## src/rtl/move_scanner_if.sv

```systemverilog
// move_scanner_if: move-record handshake between move_scanner and the move-ordering logic.
//   mv_valid  : a move record is presented
//   mv_ready  : downstream accepts the presented record
//   mv_from   : origin square of the move
//   mv_to     : destination square (the square being scanned)
//   mv_piece  : attack code of the mover, 0000 for knight moves
//   mv_knight : record comes from a knight ray
// Modports: master = producer (move_scanner), slave = consumer.
interface move_scanner_if;
  logic       mv_valid;
  logic       mv_ready;
  logic [5:0] mv_from;
  logic [5:0] mv_to;
  logic [3:0] mv_piece;
  logic       mv_knight;

  modport master (
    output mv_valid,
    output mv_from,
    output mv_to,
    output mv_piece,
    output mv_knight,
    input  mv_ready
  );

  modport slave (
    input  mv_valid,
    input  mv_from,
    input  mv_to,
    input  mv_piece,
    input  mv_knight,
    output mv_ready
  );
endinterface

```

## src/rtl/move_scanner.sv

```systemverilog
// move_scanner: walks the board one square at a time, captures that square's 16 move-register
// words (8 sliding/step rays, 8 knight rays), keeps those owned by the engine colour and emits
// them one per handshake as {from, to, piece} records.
//
// Ports:
//   clk, rst     : clock, asynchronous active-high reset
//   start        : begins a scan (ignored while busy)
//   engineColor  : side to move (1 = white), latched on an accepted start
//   sq_sel       : index of the square being read
//   move_bus     : move words of the selected square ([87:0] sliding, [151:88] knight)
//   mv           : move-record handshake (move_scanner_if master)
//   busy, done   : scan in progress / one-cycle completion pulse
//   move_count   : moves accepted in the current or last scan, saturating at 255
//
// Build option: define KNIGHT_SCAN_EN to decode the knight words; without it only sliding
// and step moves are emitted and mv_knight is tied low.
module move_scanner #(
  parameter int unsigned NUM_SQUARES = 64,
  parameter int unsigned SQ_W        = 6
) (
  input  logic              clk,
  input  logic              rst,
  input  logic              start,
  input  logic              engineColor,
  output logic [SQ_W-1:0]   sq_sel,
  input  logic [151:0]      move_bus,
  move_scanner_if.master    mv,
  output logic              busy,
  output logic              done,
  output logic [7:0]        move_count
);

  localparam logic [SQ_W-1:0] LastSq = SQ_W'(NUM_SQUARES - 1);

  typedef enum logic [2:0] {StIdle, StSelect, StLoad, StEmit, StDone} state_e;

  state_e            state_q, state_d;
  logic              color_q, color_d;
  logic [SQ_W-1:0]   sq_sel_q, sq_sel_d;
  logic [7:0]        count_q, count_d;
  logic [15:0]       mask_q, mask_d;
  logic [15:0]       load_mask;
  logic [3:0]        sel_idx;
  logic              emit_valid;

  logic [5:0]        slide_from_q [8];
  logic [3:0]        piece_q      [8];
`ifdef KNIGHT_SCAN_EN
  logic [5:0]        knight_from_q [8];
`else
  logic              unused_knight_bus;
  assign unused_knight_bus = ^move_bus[151:88];
`endif

  // Pending mask built from the live bus; only registered in LOAD.
  always_comb begin
    load_mask = '0;
    for (int i = 0; i < 8; i++) begin
      load_mask[i] = (move_bus[11*i+6 +: 4] != 4'd0) && (move_bus[11*i+10] == color_q);
`ifdef KNIGHT_SCAN_EN
      load_mask[8+i] = move_bus[88+8*i+6] && (move_bus[88+8*i+7] == color_q);
`endif
    end
  end

  // Lowest set mask bit has priority.
  always_comb begin
    sel_idx = 4'd0;
    for (int i = 15; i >= 0; i--) begin
      if (mask_q[i]) sel_idx = 4'(i);
    end
  end

  assign emit_valid = (state_q == StEmit) && (mask_q != 16'd0);

  always_comb begin
    state_d  = state_q;
    color_d  = color_q;
    sq_sel_d = sq_sel_q;
    count_d  = count_q;
    mask_d   = mask_q;
    case (state_q)
      StIdle: begin
        if (start) begin
          color_d  = engineColor;
          sq_sel_d = '0;
          count_d  = 8'd0;
          state_d  = StSelect;
        end
      end
      // Gives the addressed square a cycle to drive move_bus.
      StSelect: state_d = StLoad;
      StLoad: begin
        mask_d  = load_mask;
        state_d = StEmit;
      end
      StEmit: begin
        if (mask_q != 16'd0) begin
          if (mv.mv_ready) begin
            mask_d = mask_q & ~(16'd1 << sel_idx);
            if (count_q != 8'hFF) count_d = count_q + 8'd1;
          end
        end else if (sq_sel_q == LastSq) begin
          state_d = StDone;
        end else begin
          sq_sel_d = sq_sel_q + SQ_W'(1);
          state_d  = StSelect;
        end
      end
      StDone:  state_d = StIdle;
      default: state_d = StIdle;
    endcase
  end

  always_ff @(posedge clk or posedge rst) begin
    if (rst) begin
      state_q  <= StIdle;
      color_q  <= 1'b0;
      sq_sel_q <= '0;
      count_q  <= 8'd0;
      mask_q   <= 16'd0;
      for (int i = 0; i < 8; i++) begin
        slide_from_q[i] <= 6'd0;
        piece_q[i]      <= 4'd0;
`ifdef KNIGHT_SCAN_EN
        knight_from_q[i] <= 6'd0;
`endif
      end
    end else begin
      state_q  <= state_d;
      color_q  <= color_d;
      sq_sel_q <= sq_sel_d;
      count_q  <= count_d;
      mask_q   <= mask_d;
      if (state_q == StLoad) begin
        for (int i = 0; i < 8; i++) begin
          slide_from_q[i] <= move_bus[11*i +: 6];
          piece_q[i]      <= move_bus[11*i+6 +: 4];
`ifdef KNIGHT_SCAN_EN
          knight_from_q[i] <= move_bus[88+8*i +: 6];
`endif
        end
      end
    end
  end

  // Record fields come straight from registers, so they hold while the consumer stalls.
  always_comb begin
    mv.mv_valid  = emit_valid;
    mv.mv_from   = 6'd0;
    mv.mv_to     = 6'd0;
    mv.mv_piece  = 4'd0;
    mv.mv_knight = 1'b0;
    if (emit_valid) begin
      mv.mv_to = 6'(sq_sel_q);
      if (sel_idx[3]) begin
`ifdef KNIGHT_SCAN_EN
        mv.mv_from   = knight_from_q[sel_idx[2:0]];
        mv.mv_knight = 1'b1;
`endif
      end else begin
        mv.mv_from  = slide_from_q[sel_idx[2:0]];
        mv.mv_piece = piece_q[sel_idx[2:0]];
      end
    end
  end

  assign sq_sel     = sq_sel_q;
  assign busy       = (state_q != StIdle);
  assign done       = (state_q == StDone);
  assign move_count = count_q;

endmodule

```

## src/flat_wrapper.sv

```systemverilog
// flat-port wrapper written by rule: the top's interface ports become plain ports
module move_scanner_flat 
#(
  parameter int unsigned NUM_SQUARES = 64,
  parameter int unsigned SQ_W        = 6
)
  (clk, rst, start, engineColor, sq_sel, move_bus, busy, done, move_count, mv_mv_valid, mv_mv_from, mv_mv_to, mv_mv_piece, mv_mv_knight, mv_mv_ready);
  move_scanner_if mv_i ();
  input  logic clk;
  input  logic rst;
  input  logic start;
  input  logic engineColor;
  output logic [SQ_W-1:0] sq_sel;
  input  logic [151:0] move_bus;
  output logic busy;
  output logic done;
  output logic [7:0] move_count;
  output wire logic [$bits(mv_i.mv_valid)-1:0] mv_mv_valid;
  output wire logic [$bits(mv_i.mv_from)-1:0] mv_mv_from;
  output wire logic [$bits(mv_i.mv_to)-1:0] mv_mv_to;
  output wire logic [$bits(mv_i.mv_piece)-1:0] mv_mv_piece;
  output wire logic [$bits(mv_i.mv_knight)-1:0] mv_mv_knight;
  input wire logic [$bits(mv_i.mv_ready)-1:0] mv_mv_ready;
  assign mv_mv_valid = mv_i.mv_valid;
  assign mv_mv_from = mv_i.mv_from;
  assign mv_mv_to = mv_i.mv_to;
  assign mv_mv_piece = mv_i.mv_piece;
  assign mv_mv_knight = mv_i.mv_knight;
  assign mv_i.mv_ready = mv_mv_ready;
  move_scanner #(.NUM_SQUARES(NUM_SQUARES), .SQ_W(SQ_W)) u_core (.clk(clk), .rst(rst), .start(start), .engineColor(engineColor), .sq_sel(sq_sel), .move_bus(move_bus), .mv(mv_i), .busy(busy), .done(done), .move_count(move_count));
endmodule
```

## config.mk

```make
export PLATFORM = sky130hd
export DESIGN_NAME = move_scanner_flat
export DESIGN_NICKNAME = d
export VERILOG_FILES = /design/src/rtl/move_scanner_if.sv /design/src/rtl/move_scanner.sv /design/src/flat_wrapper.sv
export SDC_FILE = /design/constraint.sdc
export NUM_CORES = 1
export LEC_CHECK = 0
export BUFFER_PORTS_ARGS = -buffer_cell sky130_fd_sc_hd__clkbuf_2
export CAP_MARGIN = 40
export CORE_MARGIN = 1.5
export CORE_UTILIZATION = 25
export CTS_CLUSTER_DIAMETER = 100
export DETAILED_ROUTE_END_ITERATION = 6
export GPL_ROUTABILITY_DRIVEN = 1
export GPL_TIMING_DRIVEN = 1
export PLACE_DENSITY = 0.41
export SYNTH_ARGS = -nofsm -noshare
export SYNTH_HDL_FRONTEND = slang
export SYNTH_SLANG_ARGS = --single-unit
export TNS_END_PERCENT = 20
```

## constraint.sdc

```tcl
create_clock -name clk -period 4.49 [get_ports clk]
set_input_delay 0.6735 -clock clk [delete_from_list [all_inputs] [get_ports clk]]
set_output_delay 0.6735 -clock clk [all_outputs]
set_load 0.01 [all_outputs]
```

== Yosys cells after proc, flatten, opt, wreduce, memory -nomap -nowiden ==
Cells that the tools add are included.

* Register bits after elaboration: 114
* Input bits: 157
* Output and inout bits: 34
* Logic and storage cells: 118

* Add/sub/neg operators: 2
* Order comparisons: 1
* Equal/unequal tests: 20
* Shift operators: 1
* Mux-type cells: 43
* Bitwise logic cells: 3
* Reductions and logical operators: 27

{| class="wikitable"
|+ Operator list
! cell !! count
|-
| two-way mux 4 bit || 20
|-
| two-way mux 6 bit || 8
|-
| two-way mux 16 bit || 2
|-
| two-way mux 8 bit || 4
|-
| one-hot mux 16 bit (2 select lines) || 1
|-
| nonzero test 4 bit || 8
|-
| binary-select mux 6 bit (select 3 bit) || 1
|-
| bitwise AND 16 bit || 1
|-
| inverter 16 bit || 1
|-
| one-hot mux 8 bit (2 select lines) || 1
|-
| nonzero test 16 bit || 1
|-
| left shift 1 x 4 -> 16 bit, first input constant || 1
|-
| binary-select mux 4 bit (select 3 bit) || 1
|-
| inequality test 2 bit, second input constant || 6
|-
| one-hot mux 3 bit (4 select lines) || 1
|-
| one-hot mux 6 bit (2 select lines) || 1
|-
| logical AND 1 bit || 9
|-
| two-way mux 3 bit || 3
|-
| adder 8 x 1 -> 8 bit, second input constant || 1
|-
| == test 1 bit || 8
|-
| inequality test 8 bit, second input constant || 1
|-
| adder 6 x 1 -> 6 bit, second input constant || 1
|-
| == test 3 x 2 -> 1 bit, second input constant || 2
|-
| == test 6 bit, second input constant || 1
|-
| other kinds (11) || 13
|}

== Longest topological paths before layout ==
* Word-level depth: 22
* Mapped depth: 9
* Mapped depth without buffers: 8

== Worst setup path after synthesis ==
OpenSTA, ideal clock, no wires.

* Kind: register -> output
* From: reg u_core.mask_q[14]
* To: out mv_mv_from[0]
* Arrival time: 2.139 ns
* Data required time: 3.817 ns
* Setup slack: 1.678 ns
* Cell stages (with the launch flop): 9
* Path buffers: 1
* Cell sequence: dfrtp_1 nand2b_1 a2111oi_4 o21a_1 buf_2 mux2_2 o21ai_1 a21o_1 o221ai_1

* Cells in the longest elaborated chain, start to end: 21
* Elaborated cells on any way between the ends: 23
* Classes of those cells: mux: 20; bitwise: 1; reduce/logical: 2

{| class="wikitable"
|+ Ends and longest elaborated chain
! item !! RTL line !! text
|-
| start, declared || move_scanner.sv:41 || <nowiki>logic [15:0] mask_q, mask_d;</nowiki>
|-
| start signal, assigned || move_scanner.sv:134 || <nowiki>mask_q <= mask_d;</nowiki>
|-
| two-way mux 4 bit (15 in series) || move_scanner.sv:70 || <nowiki>if (mask_q[i]) sel_idx = 4'(i);</nowiki>
|-
| inverter 3 -> 4 bit (not written as such) || move_scanner.sv:162 || <nowiki>mv.mv_from = slide_from_q[sel_idx[2:0]];</nowiki>
|-
| binary-select mux 6 bit (select 3 bit) || move_scanner.sv:162 ||
|-
| two-way mux 6 bit (not written as such) (2 in series) || move_scanner.sv:162 ||
|-
| two-way mux 6 bit || move_scanner.sv:156 || <nowiki>if (sel_idx[3]) begin</nowiki>
|-
| two-way mux 6 bit * || move_scanner.sv:154 || <nowiki>if (emit_valid) begin</nowiki>
|-
| end, declared || flat_wrapper.sv:19 || <nowiki>output wire logic [$bits(mv_i.mv_from)-1:0] mv_mv_from;</nowiki>
|}

Every way passes the cells marked *; elsewhere a longest branch is shown, timed or not. The select of a mux whose other input is x is not followed.

== Final worst setup path ==
* From: reg u_core.mask_q[11]
* To: out mv_mv_from[4]

* Cells in the longest elaborated chain, start to end: 18
* Elaborated cells on any way between the ends: 20
* Classes of those cells: mux: 17; bitwise: 1; reduce/logical: 2

{| class="wikitable"
|+ Ends and longest elaborated chain
! item !! RTL line
|-
| two-way mux 4 bit (12 in series) || move_scanner.sv:70
|-
| inverter 3 -> 4 bit (not written as such) || move_scanner.sv:162
|-
| binary-select mux 6 bit (select 3 bit) || move_scanner.sv:162
|-
| two-way mux 6 bit (not written as such) (2 in series) || move_scanner.sv:162
|-
| two-way mux 6 bit || move_scanner.sv:156
|-
| two-way mux 6 bit * || move_scanner.sv:154
|}

Marked as above.

==> reports/results.tsv <==
metric	value	unit
fin_worst_skew	6.85	ps
synthTopCellsByArea	dfrtp_1 49%, nand2_1 15%, o21ai_0 3.1%, a21oi_1 2.2%, mux2_2 1.9%	
yosys.area.top_type	dfrtp_1	
grt_pass1_wl	28.3	mm
yosysWarnings	0	
async_flop_share	100	%
placedCellCount	1057	
routed_wl	17.9	mm
insertion_delay	410	ps
clk_pin_slew_worst_paths	50	ps
io_pins	191	
max-vdd-ir-drop	0.280	mV
placed_area	6790	sq um
drive_gt1_share	24.3	%
relSlewSlack	40.1	%
final_cell_mix	235 x nand2_1, 125 x clkbuf_2, 114 x dfrtp_1	
vias	5029	
max_freq	265	MHz
antenna_left	0	
synth_mux_area_share	2.11	%
avgViaCountPerCell	4.62	
clock_path_buffers	2	
cts_buffers	17	
h-tree-depth	4	
synthFlopType	dfrtp_1	
path_class	flip-flop to primary output	
fill_cells	2485	
setup-tns-final	0	ps
crit_start	u_core.mask_q[11]$_DFFE_PP0P_	
initial_utilization	25.6	%
total_power	6.59	mW
rows	55	
die_area	24200	sq um
synth_top_family_by_area	simple AND/OR/NAND/NOR gates	
drv_slew	0	
n_antenna_cell	0	
drtIter0Drc	301	
syn-num-nets	829	
hpwl	12.8	mm
drt-wirelength-per-cell	16.4	um
ctsResizeCount	0	
rsz0062_at_grt	no	
layout_min_cycle_time	3780	ps
synth_compound_area_share	17.6	%
dieHeight	156	um
antenna_found_initial	0	
drcViolationCount	0	
synth-edff-count	0	
status	finished clean	
fin_cells	1088	
endpoint_kind	primary output	
synth-simple-area-share	24.4	%
postSynthCellCount	670	
core-area	22700	sq um
cellLeakagePower	3.61	nW
min_period_over_period	84.2	%
cellPowerDensity	893	nW/um^2
worst_setup_path_start_kind	flip-flop	
ys_ff_latch	114	
die_w	156	um
cap_violations	0	
synth_seq_area_share	49.0	%
gr-total-overflow	0	
cts_root_buffer	clkbuf_16	
critPathArrivalTime	3110	ps
avgSynthCellArea	8.69	sq um
netlist_area	5820	sq um
gp_congestion	0.719	
post_cts_buffers	0	
grt_max_degree	90	
final_net_count	950	
hold_class	input port to async pin	
synth-xor-area-share	2.41	%
grtUsageTotal	15.4	%
firstDrtPassIters	4	
synth_fa_ha_area_share	0.430	%
area_growth	26.8	%
grt_pass1_vias	5012	
cts_tree	done	
required	3820	ps
synth_top_area_share	49.0	%
setup_viol	0	
critical_path_peak_fanout	15	
worstMarginPinSlew	899	ps
yosysUniqueCellTypes	56	
final_common_cell	nand2_1	
cts.sinks	114	
cts_hold_buf	0	
r2r_start	u_core.mask_q[11]$_DFFE_PP0P_	
port_buffers	125	
stdcell_area	7380	sq um
hold_viol	0	
## sequential cells by signal, summed over array words and instances (netlist names)
| name | cells |
|---|---|
| u_core.slide_from_q | 48 |
| u_core.piece_q | 32 |
| u_core.mask_q | 16 |
| u_core.move_count | 8 |
| u_core.sq_sel | 6 |
| u_core.state_q | 3 |
| u_core.color_q | 1 |
## worst max-delay path: stages (launching register included)
cell and delay, ps:
dfrtp_1 440, nor2_1 200, a2111oi_4 120, o221ai_2 730, buf_4 320, and2_1 440
a21o_1 130, o221ai_1 140, clkbuf_2 160
## where the power goes
part / switching (mW) / total, mW / leakage, nW / internal (mW)
registers: 0.362 / 1.85 / 1.43 / 1.48
logic: 2.07 / 3.39 / 1.90 / 1.32
clock network: 0.487 / 1.36 / 0.285 / 0.872
## cell usage after synthesis (8+ instances only)
master and instances:
o21ai_1 12, mux2_2 10, xnor2_1 10, nand2_1 235, clkbuf_1 27, a21oi_1 26
o41ai_1 8, o31a_1 8, nand3_1 8, a21o_1 11, dfrtp_1 114, and2_1 8
nor3_1 12, o21ai_0 36, nor2_1 25, inv_1 20
## kinds of logic (layout without fill, tap and decap cells)
family                     after synthesis  in the layout
adders and majority gates                2              2
xor gates and xnor gates                16             16
DFF                                    114            114
muxes                                   11             11
buffers and inverters                   56            189
and+or+nand+nor                        323            323
AOI/OAI and AO/OA                      147            147
other                                    1              1
## area by class of cell
class                      count  area (sq um)  share of cell area, %
sequential                   114          2850                   38.6
multi-input combinational    500          2750                   37.2
timing repair buffer         138           756                   10.2
clock buffer                  23           488                   6.61
tap                          285           357                   4.83
clock inverter                 8           103                   1.39
inverter                      20          77.6                   1.05
## worst paths after layout
path                            depth (start not counted)                                  end  slack, ps
worst min register to register                          2       u_core.piece_q[20]$_DFFE_PP0P_        470
max in group asynchronous                               4  u_core.slide_from_q[19]$_DFFE_PP0P_       3300
worst min-delay path                                    2         u_core.sq_sel[1]$_DFFE_PP0P_        260
worst max register to register                          8         u_core.mask_q[4]$_DFFE_PP0P_       1740
min in group clk                                        3  u_core.slide_from_q[10]$_DFFE_PP0P_        440
worst max-delay path                                    8                        mv_mv_from[4]        710
## per-stage QoR
stage | setup slack [ps] | utilization [%] | hold slack, ps
floorplan | 801 | - | 437
global placement | 1090 | 29.7 | 456
detailed placement | 1100 | 29.9 | 459
CTS | 640 | 32.5 | 263
global route | 486 | 32.5 | 290
finish | 710 | 32.5 | 256
## metal layers
metal	track usage, %	share of wire [%]	wire, um
met1	20.6	47	8430
met2	25.0	48	8630
met3	3.25	3.1	550
met4	4.63	1.6	281
met5	0	0	0
(Power assumes the default switching activity.)
